===== config.mk =====
export PLATFORM = sky130hd
export DESIGN_NAME = led_scan_ctrl
export DESIGN_NICKNAME = d
export VERILOG_FILES = /design/src/rtl/led_pkg.sv /design/src/rtl/led_seg_decode.sv /design/src/rtl/led_scan_ctrl.sv
export SDC_FILE = /design/constraint.sdc
export NUM_CORES = 1
export LEC_CHECK = 0
export BUFFER_PORTS_ARGS = -buffer_cell sky130_fd_sc_hd__buf_4
export CAP_MARGIN = 20
export CORE_ASPECT_RATIO = 0.9
export CORE_MARGIN = 2
export CORE_UTILIZATION = 38
export DETAILED_ROUTE_END_ITERATION = 8
export PLACE_DENSITY = 0.57
export SLEW_MARGIN = 40
export SYNTH_ARGS = -nofsm -noshare
export SYNTH_HDL_FRONTEND = slang
export SYNTH_HIERARCHICAL = 1
export SYNTH_SLANG_ARGS = --single-unit

===== constraint.sdc =====
create_clock -name clk -period 6.4 [get_ports clk]
set_clock_uncertainty 0.05 [all_clocks]
set_input_delay 1.92 -clock clk [delete_from_list [all_inputs] [get_ports clk]]
set_output_delay 1.92 -clock clk [all_outputs]
set_load 0.02 [all_outputs]

===== src/rtl/led_pkg.sv =====
// Shared definitions for the LED scan controller slice.
//   digit_t       : one display entry {blank, dp, hex}
//   scan_state_e  : scan FSM states (BLANK gap, ON lit)
//   SEG_*         : active-high segment patterns, bit 6 = a ... bit 0 = g
//   hex_to_seg()  : hex digit to segment pattern lookup
package led_pkg;

  typedef struct packed {
    logic       blank;
    logic       dp;
    logic [3:0] hex;
  } digit_t;

  localparam digit_t DIGIT_RESET = '{blank: 1'b1, dp: 1'b0, hex: 4'h0};

  typedef enum logic {
    ST_BLANK = 1'b0,
    ST_ON    = 1'b1
  } scan_state_e;

  localparam logic [6:0] SEG_0 = 7'b1111110;
  localparam logic [6:0] SEG_1 = 7'b0110000;
  localparam logic [6:0] SEG_2 = 7'b1101101;
  localparam logic [6:0] SEG_3 = 7'b1111001;
  localparam logic [6:0] SEG_4 = 7'b0110011;
  localparam logic [6:0] SEG_5 = 7'b1011011;
  localparam logic [6:0] SEG_6 = 7'b1011111;
  localparam logic [6:0] SEG_7 = 7'b1110000;
  localparam logic [6:0] SEG_8 = 7'b1111111;
  localparam logic [6:0] SEG_9 = 7'b1111011;
  localparam logic [6:0] SEG_A = 7'b1110111;
  localparam logic [6:0] SEG_B = 7'b0011111;
  localparam logic [6:0] SEG_C = 7'b1001110;
  localparam logic [6:0] SEG_D = 7'b0111101;
  localparam logic [6:0] SEG_E = 7'b1001111;
  localparam logic [6:0] SEG_F = 7'b1000111;

  function automatic logic [6:0] hex_to_seg(input logic [3:0] hex);
    case (hex)
      4'h0: return SEG_0;
      4'h1: return SEG_1;
      4'h2: return SEG_2;
      4'h3: return SEG_3;
      4'h4: return SEG_4;
      4'h5: return SEG_5;
      4'h6: return SEG_6;
      4'h7: return SEG_7;
      4'h8: return SEG_8;
      4'h9: return SEG_9;
      4'hA: return SEG_A;
      4'hB: return SEG_B;
      4'hC: return SEG_C;
      4'hD: return SEG_D;
      4'hE: return SEG_E;
      default: return SEG_F;
    endcase
  endfunction

endpackage


===== src/rtl/led_seg_decode.sv =====
// Combinational hex to 7-segment decoder (active-high, bit 6 = a ... bit 0 = g).
//   hex : 4-bit value 0..F
//   seg : segment pattern; the caller registers it
module led_seg_decode
  import led_pkg::*;
(
  input  logic [3:0] hex,
  output logic [6:0] seg
);

  always_comb begin
    seg = hex_to_seg(hex);
  end

endmodule


===== src/rtl/led_scan_ctrl.sv =====
// Time-multiplexed scan controller for a multi-digit common-segment display.
// Each digit gets a BLANK_CYC all-off gap followed by ON_CYC lit cycles.
// Host writes land in a shadow file; a commit copies shadow to active at the
// next frame boundary (first BLANK cycle of digit 0) so numbers never tear.
//   clk, rst          : clock, synchronous active-high reset
//   i_en              : output enable (masks outputs only)
//   i_we/i_addr/i_data/i_blank/i_dp : shadow write port
//   i_commit          : request shadow-to-active copy at next frame boundary
//   o_a..o_g, o_dp    : registered segment drives, active-high
//   o_dig             : registered digit enables, one-hot or zero
//   o_frame           : one-cycle pulse on the cycle the active file updates
//   o_pending         : commit requested but not yet applied
module led_scan_ctrl
  import led_pkg::*;
#(
  parameter int DIGITS    = 4,
  parameter int ON_CYC    = 1000,
  parameter int BLANK_CYC = 16
) (
  input  logic              clk,
  input  logic              rst,
  input  logic              i_en,
  input  logic              i_we,
  input  logic [2:0]        i_addr,
  input  logic [3:0]        i_data,
  input  logic              i_blank,
  input  logic              i_dp,
  input  logic              i_commit,
  output logic              o_a,
  output logic              o_b,
  output logic              o_c,
  output logic              o_d,
  output logic              o_e,
  output logic              o_f,
  output logic              o_g,
  output logic              o_dp,
  output logic [DIGITS-1:0] o_dig,
  output logic              o_frame,
  output logic              o_pending
);

  localparam int CNT_MAX = (ON_CYC > BLANK_CYC) ? ON_CYC : BLANK_CYC;
  localparam int CW      = (CNT_MAX > 1) ? $clog2(CNT_MAX) : 1;
  localparam int KW      = $clog2(DIGITS);

  localparam logic [CW-1:0] ON_LAST    = CW'(ON_CYC - 1);
  localparam logic [CW-1:0] BLANK_LAST = CW'(BLANK_CYC - 1);
  localparam logic [KW-1:0] K_LAST     = KW'(DIGITS - 1);

  scan_state_e st, st_nx;
  logic [CW-1:0] cnt, cnt_nx;
  logic [KW-1:0] k, k_nx;

  digit_t shadow [DIGITS];
  digit_t active [DIGITS];
  logic   pending;
  logic   copy;
  logic   addr_ok;

  digit_t            cur;
  logic [6:0]        seg_dec;
  logic [6:0]        seg_nx, seg_q;
  logic              dp_nx;
  logic [DIGITS-1:0] dig_nx;

  // State register.
  always_ff @(posedge clk) begin
    // NOTE: sequential state uses non-blocking assignments so every register
    // samples pre-edge values regardless of statement order.
    if (rst) begin
      st  <= ST_BLANK;
      cnt <= '0;
      k   <= '0;
    end else begin
      st  <= st_nx;
      cnt <= cnt_nx;
      k   <= k_nx;
    end
  end

  // Next-state logic. The counter restarts on every state change, so it
  // never needs to wrap.
  always_comb begin
    // NOTE: defaults first so no path leaves a variable unassigned (no latch).
    st_nx  = st;
    cnt_nx = cnt + 1'b1;
    k_nx   = k;
    case (st)
      ST_BLANK: begin
        if (cnt == BLANK_LAST) begin
          st_nx  = ST_ON;
          cnt_nx = '0;
        end
      end
      ST_ON: begin
        if (cnt == ON_LAST) begin
          st_nx  = ST_BLANK;
          cnt_nx = '0;
          k_nx   = (k == K_LAST) ? '0 : k + 1'b1;
        end
      end
      default: begin
        st_nx  = ST_BLANK;
        cnt_nx = '0;
      end
    endcase
  end

  // The copy edge is the one leaving the last digit's ON phase; the cycle
  // after it is the frame boundary. Only a commit already pending counts.
  assign copy    = (st == ST_ON) && (cnt == ON_LAST) && (k == K_LAST) && pending;
  assign addr_ok = (32'(i_addr) < 32'(DIGITS));

  // Output logic: computed from the next state so the registered outputs line
  // up with the state they describe. Active never changes on an edge into ON,
  // so reading it here is safe.
  assign cur = active[k_nx];

  led_seg_decode u_dec (
    .hex (cur.hex),
    .seg (seg_dec)
  );

  always_comb begin
    seg_nx = '0;
    dp_nx  = 1'b0;
    dig_nx = '0;
    if (i_en && (st_nx == ST_ON)) begin
      dig_nx = DIGITS'(1) << k_nx;
      if (!cur.blank) begin
        seg_nx = seg_dec;
        dp_nx  = cur.dp;
      end
    end
  end

  // Register files, commit tracking and output registers.
  always_ff @(posedge clk) begin
    if (rst) begin
      // NOTE: the register files are reset explicitly because reset must
      // reinitialise every displayed entry, not just the control state.
      for (int i = 0; i < DIGITS; i++) begin
        shadow[i] <= DIGIT_RESET;
        active[i] <= DIGIT_RESET;
      end
      pending <= 1'b0;
      seg_q   <= '0;
      o_dp    <= 1'b0;
      o_dig   <= '0;
      o_frame <= 1'b0;
    end else begin
      // Copy uses pre-edge shadow, so a write on the copy edge waits.
      if (copy) active <= shadow;
      if (i_we && addr_ok)
        shadow[i_addr[KW-1:0]] <= '{blank: i_blank, dp: i_dp, hex: i_data};
      pending <= i_commit | (pending & ~copy);
      seg_q   <= seg_nx;
      o_dp    <= dp_nx;
      o_dig   <= dig_nx;
      o_frame <= copy;
    end
  end

  assign {o_a, o_b, o_c, o_d, o_e, o_f, o_g} = seg_q;
  assign o_pending = pending;

endmodule


==> results.rst <==
.. list-table::
   :header-rows: 1

   * - Metric
     - Value
   * - Drt initial violations
     - 66
   * - Area fraction of the dominant cell type after synthesis
     - 0.458
   * - Post-detail-place hpwl
     - 4240 µm
   * - Total power
     - 873 µW
   * - Cell Rows
     - 32
   * - Number of synthesized flops with an enable pin
     - 0
   * - Area growth from synthesis to final layout
     - 14.5%
   * - Main flop type after synthesis
     - sky130_fd_sc_hd__dfxtp_1
   * - Vias/cell
     - 4.70
   * - CTS Buf Count
     - 9
   * - Combinational power share
     - 0.033
   * - Instance count of the mapped netlist
     - 348
   * - Type of the worst setup path
     - register to register
   * - Core Util, Final
     - 0.442
   * - Type of the most critical hold path
     - register to register
   * - Final Hold Viols
     - 0
   * - Worst setup SP type
     - register
   * - Die Span Y
     - a little over 90 µm
   * - Clock root cell
     - sky130_fd_sc_hd__clkbuf_8
   * - Deepest clock path buffer count
     - 2
   * - Multiplexer share of the synthesized area
     - 0.140
   * - Power per standard cell area
     - 233 nW/µm²
   * - Worst Hold Margin
     - 0.404 ns
   * - Outcome
     - completed
   * - Total iterations of the first detailed-routing run
     - 4
   * - Clock transition at the register clock pins on the worst setup and hold paths after CTS
     - about 0.08 ns
   * - Library cell with the largest summed area after synthesis
     - sky130_fd_sc_hd__dfxtp_1
   * - Seq/Total Area, Yosys
     - 0.458
   * - Post-synth ARST share
     - 0
   * - Synth Warn #
     - 6
   * - Initial core utilization
     - 0.386
   * - Basic-gate share of the synthesized area counting and, or, nand and nor cells
     - 0.195
   * - Most common cell after layout, fill and taps aside
     - sky130_fd_sc_hd__dfxtp_1
   * - Clock Sinks
     - 75
   * - Hold Path Stages
     - 2
   * - Wire length of the first global-routing pass
     - 10200 µm
   * - Post-synthesis xor/xnor area fraction
     - 0.0214
   * - Maximum fanout along the worst path
     - 13
   * - Timing-limited maximum frequency
     - approximately 270 MHz
   * - Synth Register Bits
     - 75
   * - Number of buffers inserted by post-CTS setup repair
     - 0
   * - Clock network fraction of design power
     - 0.423
   * - Count of hold buffers inserted by post-cts repair
     - 0
   * - Largest cells by area after synthesis
     - sky130_fd_sc_hd__dfxtp_1 46%, sky130_fd_sc_hd__mux2i_1 12%, sky130_fd_sc_hd__nand2_1 6.8%
   * - Top-level I/O count
     - 28
   * - Slew Limit Headroom
     - 0.461
   * - Core outline area
     - approximately 8500 µm²
   * - Die area
     - 9390 µm²
   * - Largest net degree at the start of global routing
     - 46
   * - Antenna violations before repair
     - 0
   * - Width of the die
     - 102 µm
   * - Max Transition Viols Final
     - 0
   * - Clock tree from TritonCTS
     - yes
   * - Total nets after synthesis
     - ~370
   * - Per-cell routed wire length
     - 12.3 µm
   * - Worst supply voltage drop on vdd
     - 0.158 mV
   * - Aggregate global-route resource usage
     - 0.136
   * - Total of endpoints with negative setup slack in the final report
     - 0
   * - Share of cells above drive strength 1
     - 0.166
   * - Worst-Margin Slew
     - 0.792 ns
   * - Worst Path Arrival
     - 3.86 ns
   * - H-tree lvl count
     - 3
   * - Cell-internal power
     - 671 µW
   * - Final nets
     - 391
   * - Combinational family with the most area after synthesis
     - simple AND/OR/NAND/NOR gates
   * - Final clock period utilization by the worst path
     - 0.578
   * - Mapped cell area
     - 3280 µm²
   * - DRC viols
     - 0
   * - Leakage component of the power
     - 0.00150 µW
   * - Total of max-cap violations
     - 0
   * - Share of power burned in registers
     - 0.544
   * - GRT overflow
     - 0
   * - Worst-case reg-to-reg path depth
     - 10
   * - Final TNS setup
     - 0 ns
   * - Average size of a mapped cell
     - 9.42 µm²
   * - Routed via count
     - roughly 2300
   * - N_diodes
     - 0
   * - Routability congestion estimate
     - roughly 0.8
   * - Net Sw Power
     - between 200 and 250 µW
   * - RSZ-0062 raised after global routing
     - no
   * - # port buffers
     - 27
   * - Clock latency on the worst-skew pair
     - 0.34 ns
   * - Capturing element type of the critical path
     - register
   * - Post-route worst setup slack
     - 2.70 ns
   * - Synth Area in Adders
     - 0.0344
   * - Vias in the first global route
     - between 2000 and 2500
   * - Switching power as a share of total power
     - 0.232
   * - Overall routed net length
     - 6050 µm
   * - Data required time of the critical path
     - 6.56 ns
   * - Leading cell types in the layout, fill and taps excluded
     - 75 x sky130_fd_sc_hd__dfxtp_1, 59 x sky130_fd_sc_hd__nand2_1, 42 x sky130_fd_sc_hd__nor2_1, 36 x sky130_fd_sc_hd__mux2i_1, 28 x sky130_fd_sc_hd__buf_4
   * - Compound-cell area share of the yosys netlist
     - 0.109
   * - PostCTS Resize Cnt
     - 0
   * - Final Critical Period
     - 3.70 ns
   * - Count of distinct cell types in the synthesized netlist
     - a little under 50
   * - Pre-CTS setup slack
     - roughly 2.7 ns
   * - Number of nets still failing antenna checks after routing
     - 0
## final cells by class
cell class / instances / area (µm²)
Fill cell: 853 / 4730
Multi-Input combinational cell: 244 / 1650
Sequential cell: 75 / 1500
Timing Repair Buffer: 28 / 210
Tap cell: 119 / 149
Clock buffer: 9 / 124
Clock inverter: 7 / 85.1
Inverter: 10 / 37.5
## registers in the layout (all words and copies together), names as in the netlist
signal	flops
cnt	10
k	2
seg_q	7
st	1
shadow	24
o_dp	1
o_pending	1
active	24
o_frame	1
o_dig	4
## routing by layer
layer,GRT usage,part of all wire,vias up
li1,-,-,1216
met1,0.203,0.56,1061
met2,0.190,0.40,32
met3,0.0358,0.032,2
met4,0.0433,0.0036,0
met5,0,0,-
## final timing paths
path	startpoint	endpoint	slack, ns
worst max-delay path	cnt[0]	seg_q[3]	2.70
worst min-delay path	active[4]	active[4]	0.40
worst max register to register	cnt[0]	seg_q[3]	2.70
worst min register to register	active[4]	active[4]	0.40
## kinds of logic (layout without fill, tap and decap cells)
logic type               count (synthesis)  in the layout
AND/OR/NAND/NOR                        135            135
flip-flops                              75             75
AO/OA/AOI/OAI                           49             49
multiplexers                            43             43
buffers and inverters                   29             54
adder cells (fa/ha/maj)                  9              9
XOR/XNOR                                 8              8
## metrics by stage
stage          instances  cell area [µm²]
3_3_place_gp         475             3530
6_report             492             3750
2_1_floorplan        348             3280
5_1_grt              492             3750
3_5_place_dp         476             3540
4_1_cts              492             3750
## worst max-delay path: stages, from the launching register on
cell	delay, ns
sky130_fd_sc_hd__dfxtp_1	0.37
sky130_fd_sc_hd__ha_1	0.26
sky130_fd_sc_hd__nand4_4	0.17
sky130_fd_sc_hd__o31ai_1	0.34
sky130_fd_sc_hd__and2_1	0.65
sky130_fd_sc_hd__mux2i_1	0.17
sky130_fd_sc_hd__mux2i_1	0.38
sky130_fd_sc_hd__inv_1	0.17
sky130_fd_sc_hd__ha_1	0.36
sky130_fd_sc_hd__mux4_1	0.50
sky130_fd_sc_hd__a21boi_1	0.14
## cells in the mapped netlist (2+ instances only)
| cell | number |
|---|---|
| sky130_fd_sc_hd__nand4_1 | 2 |
| sky130_fd_sc_hd__o211ai_1 | 2 |
| sky130_fd_sc_hd__a21boi_1 | 7 |
| sky130_fd_sc_hd__buf_2 | 3 |
| sky130_fd_sc_hd__mux2i_1 | 38 |
| sky130_fd_sc_hd__o21ai_0 | 3 |
| sky130_fd_sc_hd__o2111ai_4 | 2 |
| sky130_fd_sc_hd__o31a_1 | 3 |
| sky130_fd_sc_hd__dfxtp_1 | 75 |
| sky130_fd_sc_hd__nor3_1 | 5 |
| sky130_fd_sc_hd__or3_1 | 2 |
| sky130_fd_sc_hd__mux2_4 | 2 |
| sky130_fd_sc_hd__nor2_1 | 42 |
| sky130_fd_sc_hd__xor2_1 | 3 |
| sky130_fd_sc_hd__buf_6 | 3 |
| sky130_fd_sc_hd__xnor2_1 | 5 |
| sky130_fd_sc_hd__and2_1 | 2 |
| sky130_fd_sc_hd__nand2_1 | 59 |
| sky130_fd_sc_hd__nand3_1 | 7 |
| sky130_fd_sc_hd__a21oi_1 | 24 |
| sky130_fd_sc_hd__clkbuf_1 | 12 |
| sky130_fd_sc_hd__ha_1 | 9 |
| sky130_fd_sc_hd__mux2_2 | 2 |
| sky130_fd_sc_hd__and3_1 | 2 |
| sky130_fd_sc_hd__inv_1 | 10 |
## power groups by stage
stage	logic [µW]	registers [µW]	clock network, µW
after floorplan	17.8	486	0
after global placement	28.7	486	0
after detailed placement	29.4	486	0
after CTS	29.4	475	383
after global routing	32.1	476	397
final	28.9	475	369
No activity file was read; power rests on OpenSTA's default activity.
